File: config.mk
export PLATFORM = sky130hd
export DESIGN_NAME = tetris_input_conditioner
export DESIGN_NICKNAME = d
export VERILOG_FILES = /design/src/rtl/tetris_input_pkg.sv /design/src/rtl/tetris_input_conditioner_debounce.sv /design/src/rtl/tetris_input_conditioner.sv
export SDC_FILE = /design/constraint.sdc
export NUM_CORES = 1
export LEC_CHECK = 0
export ABC_CLOCK_PERIOD_IN_PS = 2900
export BUFFER_PORTS_ARGS = -buffer_cell sky130_fd_sc_hd__clkbuf_2
export CAP_MARGIN = 10
export CELL_PAD_IN_SITES_DETAIL_PLACEMENT = 0
export CELL_PAD_IN_SITES_GLOBAL_PLACEMENT = 1
export CORE_MARGIN = 5
export CORE_UTILIZATION = 31
export CTS_BUF_LIST = sky130_fd_sc_hd__clkbuf_8
export CTS_CLUSTER_SIZE = 20
export DETAILED_ROUTE_END_ITERATION = 8
export PLACE_DENSITY = 0.55
export SLEW_MARGIN = 20
export SYNTH_ARGS = -nofsm -noshare
export SYNTH_HDL_FRONTEND = slang
export SYNTH_SLANG_ARGS = --single-unit
File: constraint.sdc
create_clock -name clk -period 2.9 [get_ports clk]
set_input_delay 0.58 -clock clk [delete_from_list [all_inputs] [get_ports clk]]
set_output_delay 0.58 -clock clk [all_outputs]
set_load 0.01 [all_outputs]
File: src/rtl/tetris_input_pkg.sv
// Shared types and default timing for the Tetris button input conditioner.
// Defaults assume a 50 MHz system clock.
package tetris_input_pkg;

  localparam int unsigned DEF_DEBOUNCE_CYCLES = 500000;
  localparam int unsigned DEF_REPEAT_DELAY    = 15000000;
  localparam int unsigned DEF_REPEAT_PERIOD   = 5000000;

  typedef enum logic [2:0] {
    IDLE,
    HOLD_R,
    HOLD_L,
    REPEAT_R,
    REPEAT_L
  } rpt_state_e;

  function automatic int unsigned max_u(
    input int unsigned a,
    input int unsigned b
  );
    return (a > b) ? a : b;
  endfunction

endpackage

File: src/rtl/tetris_input_conditioner_debounce.sv
// One button channel: 2-flop synchronizer, debounce counter and
// rising-edge detect on the accepted level.
module debounce_channel
  import tetris_input_pkg::*;
#(
  parameter int unsigned DEBOUNCE_CYCLES = DEF_DEBOUNCE_CYCLES
) (
  input  logic clk_i,
  input  logic rst_ni,
  input  logic raw_i,
  output logic level_o,
  output logic rise_o
);

  localparam int unsigned CW = $clog2(DEBOUNCE_CYCLES + 1);
  localparam logic [CW-1:0] LAST = CW'(DEBOUNCE_CYCLES - 1);

  logic          sync1_q, sync2_q;
  logic          stable_q, stable_d;
  logic          prev_q;
  logic [CW-1:0] cnt_q, cnt_d;

  always_comb begin
    stable_d = stable_q;
    cnt_d    = '0;
    if (sync2_q != stable_q) begin
      // >= rather than == so the counter can never run past the limit
      if (cnt_q >= LAST) begin
        stable_d = ~stable_q;
      end else begin
        cnt_d = cnt_q + CW'(1);
      end
    end
  end

  always_ff @(posedge clk_i or negedge rst_ni) begin
    if (!rst_ni) begin
      sync1_q  <= 1'b0;
      sync2_q  <= 1'b0;
      stable_q <= 1'b0;
      prev_q   <= 1'b0;
      cnt_q    <= '0;
    end else begin
      sync1_q  <= raw_i;
      sync2_q  <= sync1_q;
      stable_q <= stable_d;
      prev_q   <= stable_q;
      cnt_q    <= cnt_d;
    end
  end

  assign level_o = stable_q;
  assign rise_o  = stable_q & ~prev_q;

endmodule

File: src/rtl/tetris_input_conditioner.sv
// Debounced left/right move pulses for the game logic.
// Define TETRIS_INPUT_AUTOREPEAT_EN to add hold-to-repeat.
module tetris_input_conditioner
  import tetris_input_pkg::*;
#(
  parameter int unsigned DEBOUNCE_CYCLES = DEF_DEBOUNCE_CYCLES,
  parameter int unsigned REPEAT_DELAY    = DEF_REPEAT_DELAY,
  parameter int unsigned REPEAT_PERIOD   = DEF_REPEAT_PERIOD
) (
  input  logic       clk,
  input  logic       rst_n,
  input  logic       btn_r,
  input  logic       btn_l,
  output logic       moveR,
  output logic       moveL,
  output logic [1:0] btn_level
);

  if (DEBOUNCE_CYCLES < 1 || REPEAT_DELAY < 1 || REPEAT_PERIOD < 1) begin : g_bad_param
    $error("tetris_input_conditioner: timing parameters must be >= 1");
  end

  logic lvl_r, lvl_l;
  logic rise_r, rise_l;
  logic press_r, press_l;
  logic both;
  logic move_r_d, move_l_d;
  logic move_r_q, move_l_q;

  debounce_channel #(
    .DEBOUNCE_CYCLES(DEBOUNCE_CYCLES)
  ) u_db_r (
    .clk_i  (clk),
    .rst_ni (rst_n),
    .raw_i  (btn_r),
    .level_o(lvl_r),
    .rise_o (rise_r)
  );

  debounce_channel #(
    .DEBOUNCE_CYCLES(DEBOUNCE_CYCLES)
  ) u_db_l (
    .clk_i  (clk),
    .rst_ni (rst_n),
    .raw_i  (btn_l),
    .level_o(lvl_l),
    .rise_o (rise_l)
  );

  assign both    = lvl_r & lvl_l;
  assign press_r = rise_r & ~lvl_l;
  assign press_l = rise_l & ~lvl_r;

`ifdef TETRIS_INPUT_AUTOREPEAT_EN
  localparam int unsigned RW =
    $clog2(max_u(REPEAT_DELAY, REPEAT_PERIOD) + 1);
  localparam logic [RW-1:0] DLY_LAST = RW'(REPEAT_DELAY - 1);
  localparam logic [RW-1:0] PER_LAST = RW'(REPEAT_PERIOD - 1);

  rpt_state_e    state_q, state_d;
  logic [RW-1:0] rcnt_q, rcnt_d;
  logic [RW-1:0] rcnt_inc;

  assign rcnt_inc = (rcnt_q == '1) ? rcnt_q : rcnt_q + RW'(1);

  always_comb begin
    state_d  = state_q;
    rcnt_d   = '0;
    move_r_d = 1'b0;
    move_l_d = 1'b0;
    unique case (state_q)
      IDLE: begin
        if (press_r) begin
          move_r_d = 1'b1;
          state_d  = HOLD_R;
        end else if (press_l) begin
          move_l_d = 1'b1;
          state_d  = HOLD_L;
        end
      end
      HOLD_R: begin
        if (!lvl_r || lvl_l) begin
          state_d = IDLE;
        end else if (rcnt_q >= DLY_LAST) begin
          move_r_d = 1'b1;
          state_d  = REPEAT_R;
        end else begin
          rcnt_d = rcnt_inc;
        end
      end
      HOLD_L: begin
        if (!lvl_l || lvl_r) begin
          state_d = IDLE;
        end else if (rcnt_q >= DLY_LAST) begin
          move_l_d = 1'b1;
          state_d  = REPEAT_L;
        end else begin
          rcnt_d = rcnt_inc;
        end
      end
      REPEAT_R: begin
        if (!lvl_r || lvl_l) begin
          state_d = IDLE;
        end else if (rcnt_q >= PER_LAST) begin
          move_r_d = 1'b1;
        end else begin
          rcnt_d = rcnt_inc;
        end
      end
      REPEAT_L: begin
        if (!lvl_l || lvl_r) begin
          state_d = IDLE;
        end else if (rcnt_q >= PER_LAST) begin
          move_l_d = 1'b1;
        end else begin
          rcnt_d = rcnt_inc;
        end
      end
      default: state_d = IDLE;
    endcase
    // both buttons down is a chord, never a move
    if (both) begin
      state_d  = IDLE;
      rcnt_d   = '0;
      move_r_d = 1'b0;
      move_l_d = 1'b0;
    end
  end

  always_ff @(posedge clk or negedge rst_n) begin
    if (!rst_n) begin
      state_q <= IDLE;
      rcnt_q  <= '0;
    end else begin
      state_q <= state_d;
      rcnt_q  <= rcnt_d;
    end
  end
`else
  always_comb begin
    move_r_d = press_r;
    move_l_d = press_l;
  end
`endif

  always_ff @(posedge clk or negedge rst_n) begin
    if (!rst_n) begin
      move_r_q <= 1'b0;
      move_l_q <= 1'b0;
    end else begin
      move_r_q <= move_r_d;
      move_l_q <= move_l_d;
    end
  end

  assign moveR     = move_r_q;
  assign moveL     = move_l_q;
  assign btn_level = {lvl_r, lvl_l};

endmodule

==> results.md, run 1 <==
* Sw Ratio at 0.214
* #FFs+latches synth at 48
* Gates resized, CTS repair at 0
* IO Pins at 8
* RSZ-0062 raised after global routing: no
* HP Class: in2async
* Sequential power share at 0.573
* Vias at 1499
* Final setup TNS at 0 ns
* Clk root buf: clkbuf_8
* Gpl congestion at 0.734
* Yosys Warn Count at 0
* Via-to-Cell Ratio at 4.54
* CTS tree: built
* CTS Buffer Depth at 2
* Reg-to-reg setup timing slack at 0.61 ns
* Post-DRT Antenna Nets at 0
* Worst-Skew Late Latency at 0.29 ns
* Total gr overflow at 0
* P_sw at 257 uW
* Overall Global Routing Usage at 0.102
* Fin crit share at 0.791
* Depth of the CTS H-tree at 2
* Starting Density at 0.315
* Final instance area at 2510 um2
* Die outline area at 9110 um2
* Max Used Layer: met4
* Antenna cells at 0
* Register Area at ~1200 um2
* Skew final at between 0.003 and 0.004 ns
* Cell Int Power at roughly 940 uW
* Chip Width at ~95 um
* Worst Max-Slew Pin Slew at about 0.64 ns
* Initial antenna violation count at 0
* Synth cell types at 35
* Met3 routed wirelength at 78 um
* Clock network fraction of total power at 0.392
* Drt total wl at around 4200 um
* Vias in the first global route at 1512
* Setup crit start kind: flop
* Crit path launch: u_db_r.cnt_q[9]
* F_max at 436 MHz
* Post-synthesis cell count at 219
* Final Critical Period at 2.29 ns
* CP required at 3.08 ns
* Hold-fix buffers at CTS at 0
* CTS Buf Count at 5
* Type of the worst setup path: reg2reg
* TritonRoute pass-1 iters at 4
* Combinational Power Share at 0.035
* Slew Viols, Final at 0
* Area of the core at 7180 um2
* Final Hold Vio Count at 0
* Worst Setup End Kind: flop
* Synthesized cell area at 2260 um2
* Worst VDD drop at 185 uV
* RR Startpoint: u_db_r.cnt_q[9]
* Syn_area_per_cell at between 10 and 15 um2
* CP Max Fanout at 6
* Maximum number of pins on one net before global-route repair at 26
* Clock transition at path regs at 0.09 ns
* Crit path DAT at 2.48 ns
* Port Buffer Count at 7
* Tot Pwr at roughly 1200 uW
* Placed cell area at 2400 um2
* Post-Route M1 WL at approximately 2300 um
* Residual DRC count at 0
* First-pass GRT wire length at roughly 7400 um
* Seq/Total Area, Yosys at 0.531
* Post-CTS setup repair buffer count at 0
* Leakage at 0.00106 uW
* PD cells at 478 nW/um2
* Setup Viol. Count Final at 0
* 1st-iter DRT viols at 38
* Clock sink count at 48
* Avg WL per Cell at 12.7 um
* Rel. slew slack at 0.573
* Syn Nets at 225
* Multi-input logic area at 1010 um2
* Cell row count at 31
* Status: completed
* Die H at 95.4 um
* Fin nets at 236
* Area growth, synth to finish at 10.9%
* Share of cells above drive strength 1 at 0.108
* # fillers at 742
* Metal2 WL at around 1800 um
* Final HPWL DP at 2880 um
* Max cap viols at 0
[sequential cells by signal, summed over array words and instances, names as in the netlist]
signal          count
u_db_r.level_o      1
u_db_l.prev_q       1
u_db_l.sync2_q      1
u_db_r.sync2_q      1
moveR               1
moveL               1
u_db_l.sync1_q      1
u_db_l.cnt_q       19
u_db_l.level_o      1
u_db_r.prev_q       1
u_db_r.sync1_q      1
u_db_r.cnt_q       19
[routing by layer]
metal  global-route usage  vias to the layer above
li1                     -                      767
met1                0.146                      714
met2                0.156                       16
met3               0.0166                        2
met4               0.0355                        0
met5                    0                        -
[per-stage QoR]
| step | instances | hold WS, ns | setup slack, ns | util |
|---|---|---|---|---|
| finish | 330 | 0.282 | 0.606 | 0.350 |
| global route | 330 | 0.330 | 0.477 | 0.350 |
| CTS | 330 | 0.294 | 0.592 | 0.350 |
| detailed placement | 322 | 0.345 | 0.594 | 0.335 |
| global placement | 322 | 0.342 | 0.638 | 0.335 |
| floorplan | 219 | 0.284 | 0.714 | - |
[cell usage after synthesis]
master	number	area, um2
buf_6	1	11.3
nand3_1	16	80.1
o211ai_1	2	15.0
dfrtp_1	48	1200
o21ai_0	3	15.0
nor3b_1	2	15.0
xnor2_1	17	149
nor4b_1	2	17.5
or4_4	1	11.3
a31oi_1	2	12.5
o31a_2	1	10.0
buf_4	2	15.0
or2_2	1	6.26
a2111oi_4	1	27.5
nor3_1	5	25.0
or3_1	2	12.5
and2_1	2	12.5
mux2_2	1	11.3
nor4_1	3	18.8
a211o_1	1	8.76
nand4_1	7	43.8
and3_1	6	37.5
xor2_1	17	149
a21oi_1	2	10.0
o21a_1	2	15.0
mux2_4	1	15.0
o21bai_4	1	18.8
or4b_2	1	10.0
ha_1	2	25.0
and4_1	2	17.5
inv_1	6	22.5
nor2_2	1	6.26
clkbuf_1	2	7.51
nor2_1	43	161
nand2_1	13	48.8
[critical path, cell delays in order (launching register included)]
cell	delay [ns]
dfrtp_1	0.45
or4_4	0.55
a211o_1	0.29
a2111oi_4	0.50
nor2_2	0.10
mux2_4	0.30
[kinds of logic (layout without fill, tap and decap cells)]
family | after synthesis | count (layout) | share of synthesized area
XOR/XNOR | 34 | 34 | 0.132
buffers and inverters | 11 | 23 | 0.0249
multiplexers | 2 | 2 | 0.0116
AO/OA/AOI/OAI | 15 | 15 | 0.0586
adder cells (fa/ha/maj) | 2 | 2 | 0.0111
flip-flops | 48 | 48 | 0.531
AND/OR/NAND/NOR | 107 | 107 | 0.232
[layout make-up]
type	count	share of cell area
clock buffer	5	0.0274
clock inverter	3	0.0154
inverter	6	0.00897
multi-input combinational	160	0.401
sequential	48	0.478
tap	99	0.0493
timing repair buffer	9	0.0199
[cell usage in the layout (no fill, tap or decap), types with 2 or more instances in the layout]
| cell type | count |
|---|---|
| nand2_1 | 13 |
| o21ai_0 | 3 |
| o21a_1 | 2 |
| o211ai_1 | 2 |
| nor4b_1 | 2 |
| nor2_1 | 43 |
| clkbuf_2 | 7 |
| xor2_1 | 17 |
| nand4_1 | 7 |
| xnor2_1 | 17 |
| nor4_1 | 3 |
| a31oi_1 | 2 |
| and2_1 | 2 |
| nand3_1 | 16 |
| dfrtp_1 | 48 |
| and3_1 | 6 |
| nor3b_1 | 2 |
| buf_4 | 2 |
| ha_1 | 2 |
| nor3_1 | 5 |
| inv_1 | 7 |
| a21oi_1 | 2 |
| and4_1 | 2 |
| clkbuf_8 | 5 |
| or3_1 | 2 |
[worst paths after layout]
| kind | endpoint | depth (start not counted) |
|---|---|---|
| max reg2reg | u_db_r.level_o | 5 |
| min in group clk | u_db_l.sync2_q | 0 |
| min reg2reg | u_db_l.sync2_q | 0 |
| max | u_db_r.level_o | 5 |
| max in group asynchronous | u_db_l.prev_q | 2 |
| min | u_db_l.sync1_q | 1 |
[power by group through the flow]
stage / combinational (uW) / clock (uW) / sequential, uW
2_1_floorplan: 23.0 / 0 / 699
3_3_place_gp: 45.2 / 0 / 701
3_5_place_dp: 44.7 / 0 / 701
4_1_cts: 45.1 / 498 / 688
5_1_grt: 51.1 / 518 / 690
6_report: 41.9 / 470 / 688
(Power assumes the default switching activity.)
==> run 2, diff against run 1 <==
Settings changed: ABC_CLOCK_PERIOD_IN_PS 2900 to 2300.
Clock period 2.9 ns to 2.3 ns, I/O delays scaled along.
==> run 2 against run 1 <==
- via count increased by 2.1%
- count of clock-buffer cells in the layout unchanged
- utilization increased by 0.45 points
- flip-flop and latch count unchanged
- clock skew increased by 0.0060 ns
- design area increased by 1.3%
- largest cell class unchanged
- first-iteration DRC count increased by 39%
- non-clock buffer count increased by 7
- final cell count increased by 2.1%
==> results.md, run 2 (synthesized netlist as in run 1, its figures left out) <==
* Status: completed
* Die outline area at 9110 um2
* CP max-delay cell: or4_4
* Critical path cell sequence: or4_4 > a211o_1 > a2111oi_4 > nor2_2 > mux2_4
* Slew Viols, Final at 0
* Cell Int Power at 1090 uW
* Depth of the CTS H-tree at 2
* Maximum number of pins on one net before global-route repair at slightly below 50
* Worst path max stage delay at 0.53 ns
* Sequential power share at 0.607
* Crit path depth at 5
* Vias at 1531
* Reg2Reg Depth at 5
* PD cells at 562 nW/um2
* Via-to-Cell Ratio at 4.54
* Worst Max-Slew Pin Slew at 0.601 ns
* Combinational Power Share at 0.040
* Max Used Layer: met4
* Share of cells above drive strength 1 at 0.139
* IO Pins at 8
* Clk root buf: clkbuf_8
* Rel. slew slack at 0.599
* Antenna cells at 0
* P_sw at 342 uW
* Met3 routed wirelength at 111 um
* Leading registers by flop count: u_db_l.cnt_q (19), u_db_r.cnt_q (19)
* Worst-Skew Late Latency at approximately 0.3 ns
* Residual DRC count at 0
* Cell row count at 31
* Overall Global Routing Usage at 0.105
* # fillers at around 720
* 1st-iter DRT viols at 53
* Max cap viols at 0
* Skew final at 0.00970 ns
* Post-DRT Antenna Nets at 0
* Port Buffer Count at 7
* F_max at between 400 and 500 MHz
* Gpl congestion at 0.718
* Die H at 95.4 um
* First-pass GRT wire length at 7500 um
* Clock sink count at 48
* TritonRoute pass-1 iters at 4
* Setup crit start kind: flop
* Buf+Inv Stages, Crit Path at 0
* Clock transition at path regs at 0.09 ns
* Fin nets at 243
* Worst setup endpoint: u_db_r.level_o
* Starting Density at 0.315
* Worst r2r dst: u_db_r.level_o
* Most frequent cells in the layout: dfrtp_1 (48), nor2_1 (43), xor2_1 (17), xnor2_1 (17), nand3_1 (16)
* Sw Ratio at 0.239
* Crit path launch: u_db_r.cnt_q[9]
* Final Hold Vio Count at 0
* Clock network fraction of total power at 0.353
* Post-CTS setup repair buffer count at 0
* Metal2 WL at 1830 um
* Type of the worst setup path: reg2reg
* Total gr overflow at 0
* CTS Buffer Depth at 2
* Gates resized, CTS repair at 0
* Initial antenna violation count at 0
* Avg WL per Cell at 12.5 um
* Placed Cells at 329
* Final HPWL DP at 2930 um
* RSZ-0062 raised after global routing: no
* RR Startpoint: u_db_r.cnt_q[9]
* Crit path DAT at 2.40 ns
* HP Class: in2async
* Area of the core at roughly 7200 um2
* Hold-fix buffers at CTS at 0
* CP Max Fanout at 3
* Filler-free cell count of the finished design at approximately 340
* Crit-path leading delay family: compound AO/OA/AOI/OAI gates
* Setup Viol. Count Final at 0
* CTS Buf Count at 5
* Final Critical Period at 2.21 ns
* Vias in the first global route at between 1500 and 2000
* Post-Route M1 WL at 2260 um
* Drt total wl at 4230 um
* Worst VDD drop at roughly 240 uV
* CP required at 2.50 ns
* Leakage at between 0.001 and 0.0015 uW
* Reg-to-reg setup timing slack at about 0.092 ns
* CTS tree: built
* Chip Width at 95.4 um
* Fin crit share at 0.960
* Final setup TNS at 0 ns
* Most common cell after layout, fill and taps aside: dfrtp_1
* Area growth, synth to finish at 12.4%
* Worst Setup End Kind: flop
[run 2: area by class of cell]
class,instances,area [um2],area share
sequential,48,1200,0.472
multi-input combinational,160,1010,0.395
tap,99,124,0.0487
timing repair buffer,16,103,0.0403
clock buffer,5,68.8,0.0271
inverter,6,22.5,0.00885
clock inverter,3,18.8,0.00738
[run 2: worst reg2reg max path, cell delays in order, from the launching register on]
cell       delay (ns)
dfrtp_1          0.38
or4_4            0.54
a211o_1          0.28
a2111oi_4        0.51
nor2_2           0.11
mux2_4           0.30
[run 2: worst min-delay path by stage]
stage	startpoint	depth (start not counted)	slack, ns	endpoint
after CTS	btn_r	1	0.25	u_db_r.sync1_q
final	rst_n	2	0.24	u_db_l.sync2_q
after floorplan	rst_n	0	0.16	moveL
after global routing	btn_r	1	0.25	u_db_r.sync1_q
after detailed placement	u_db_l.sync1_q	0	0.34	u_db_l.sync2_q
after global placement	u_db_l.sync1_q	0	0.34	u_db_l.sync2_q
[run 2: per-layer routing]
metal,global-route usage,vias to the layer above
met5,0,-
met4,0.0320,0
met3,0.0245,2
met2,0.159,17
met1,0.148,729
li1,-,783
[run 2: per-stage QoR]
step	util	total power (uW)	hold slack (ns)	area, um2	worst slack [ns]
final	0.354	1430	0.243	2540	0.0923
after global routing	0.354	1500	0.247	2540	0.00499
after CTS	0.354	1450	0.251	2540	0.0868
after detailed placement	0.342	944	0.336	2460	0.100
after global placement	0.342	945	0.339	2460	0.110
after floorplan	-	910	0.164	2260	0.114
[run 2: power by group through the flow]
stage | registers (uW) | clock network [uW] | logic (uW)
6_report | 867 | 504 | 57.3
5_1_grt | 869 | 563 | 68.1
4_1_cts | 867 | 525 | 60.8
3_5_place_dp | 884 | 0 | 60.3
3_3_place_gp | 884 | 0 | 60.8
2_1_floorplan | 881 | 0 | 29.0
==> run 3, diff against run 2 <==
Settings changed: REMOVE_ABC_BUFFERS set to 1.
==> run 3 against run 2 <==
- clock power up 33%
- highest routed layer unchanged
- first-iteration DRC count down 19%
- die area stayed put
- worst hold slack worse by 0.054 ns
- largest power group unchanged
==> results.md, run 3 (synthesized netlist as in run 1, its figures left out) <==
* Maximum number of pins on one net before global-route repair at 28
* Worst VDD drop at 317 uV
* Tot Pwr at 1600 uW
* CP Max Fanout at 3
* CTS Buf Count at 5
* Skew final at 0.00712 ns
* Cell row count at 31
* Clk root buf: clkbuf_8
* Residual DRC count at 0
* Via-to-Cell Ratio at 4.58
* Area of the core at 7180 um2
* Fin crit share at 0.935
* CP required at 2.49 ns
* Leakage at 0.00111 uW
* Max cap viols at 0
* Fin nets at 243
* RSZ-0062 raised after global routing: no
* CTS tree: built
* Gpl congestion at 0.753
* Chip Width at 95.4 um
* Post-DRT Antenna Nets at 0
* First-pass GRT wire length at 7730 um
* Share of cells above drive strength 1 at 0.139
* IO Pins at 8
* Status: completed
* F_max at ~460 MHz
* Clock sink count at 48
* Worst Setup End Kind: flop
* Final setup TNS at 0 ns
* Overall Global Routing Usage at 0.108
* Avg WL per Cell at 12.9 um
* Antenna cells at 0
* Clock network fraction of total power at 0.418
* Leading registers by flop count: u_db_l.cnt_q (19), u_db_r.cnt_q (19)
* Cell Int Power at 1260 uW
* Initial antenna violation count at 0
* Clock transition at path regs at about 0.090 ns
* Most frequent cells in the layout: dfrtp_1 (48), nor2_1 (43), xor2_1 (17), xnor2_1 (17), nand3_1 (16)
* PD cells at approximately 620 nW/um2
* Worst-Skew Late Latency at around 0.3 ns
* Total gr overflow at 0
* Combinational Power Share at 0.039
* Final Critical Period at 2.15 ns
* Gates resized, CTS repair at 0
* Drt total wl at 4360 um
* 1st-iter DRT viols at 43
* Worst Max-Slew Pin Slew at 0.704 ns
* Hold-fix buffers at CTS at 0
* TritonRoute pass-1 iters at 4
* Reg-to-reg setup timing slack at 0.15 ns
* Final Hold Vio Count at 0
* Reg2Reg Depth at 5
* Type of the worst setup path: reg2reg
* Vias in the first global route at 1570
* Post-CTS setup repair buffer count at 0
* Slew Viols, Final at 0
* Setup crit start kind: flop
* Die outline area at 9110 um2
* Starting Density at 0.315
* HP Class: in2async
* P_sw at 336 uW
* Die H at 95.4 um
* Sw Ratio at 0.210
* Final HPWL DP at 3010 um
* Crit path DAT at between 2 and 2.5 ns
* CTS Buffer Depth at 2
* Most common cell after layout, fill and taps aside: dfrtp_1
* Depth of the CTS H-tree at 2
* Sequential power share at 0.543
* Area growth, synth to finish at 14.6%
* Vias at 1545
* Port Buffer Count at 7
* Rel. slew slack at 0.531
* Setup Viol. Count Final at 0
run 3: cell count changes in the layout (fill, tap and decap cells not counted), sizes merged:
cell	previous run	this run
clkbuf	12	14
bufinv	0	1
clkinv	3	0
run 3: area by class of cell:
type	instances	area (um2)
Multi-Input combinational cell	160	1010
Sequential cell	48	1200
Tap cell	99	124
Clock inverter	1	30.0
Fill cell	706	4580
Timing Repair Buffer	16	115
Inverter	6	22.5
Clock buffer	7	96.3
run 3: power groups by stage:
stage	Combinational, uW	Clock [uW]	Sequential, uW
2_1_floorplan	26.5	0	881
3_3_place_gp	65.0	0	884
3_5_place_dp	63.9	0	884
4_1_cts	64.8	697	868
5_1_grt	72.9	733	870
6_report	62.0	668	867
run 3: per-stage QoR:
stage	setup WS [ns]	utilization	instance area [um2]	instances	hold slack [ns]
finish	0.149	0.362	2590	337	0.188
global route	0.0482	0.362	2590	337	0.244
CTS	0.0777	0.362	2590	337	0.211
detailed placement	0.121	0.344	2470	329	0.337
global placement	0.116	0.344	2470	329	0.343
floorplan	0.114	-	2230	214	0.164
run 3: path summary, 6_finish.rpt:
check / start / end
max: u_db_r.cnt_q[9] / u_db_r.level_o
min in group clk: btn_l / u_db_l.sync1_q
min reg2reg: u_db_r.sync1_q / u_db_r.sync2_q
max in group asynchronous: rst_n / u_db_l.cnt_q[18]
max reg2reg: u_db_r.cnt_q[9] / u_db_r.level_o
min: rst_n / u_db_r.cnt_q[6]
run 3: critical path, stage by stage (launching register included):
cell       delay (ns)
dfrtp_1          0.39
or4_4            0.53
a211o_1          0.28
a2111oi_4        0.44
nor2_2           0.10
mux2_4           0.30
run 3: metal layers:
metal	vias up	global-route usage	part of all wire
li1	777	-	-
met1	741	0.160	0.55
met2	22	0.152	0.40
met3	5	0.0260	0.029
met4	0	0.0379	0.016
met5	-	0	0
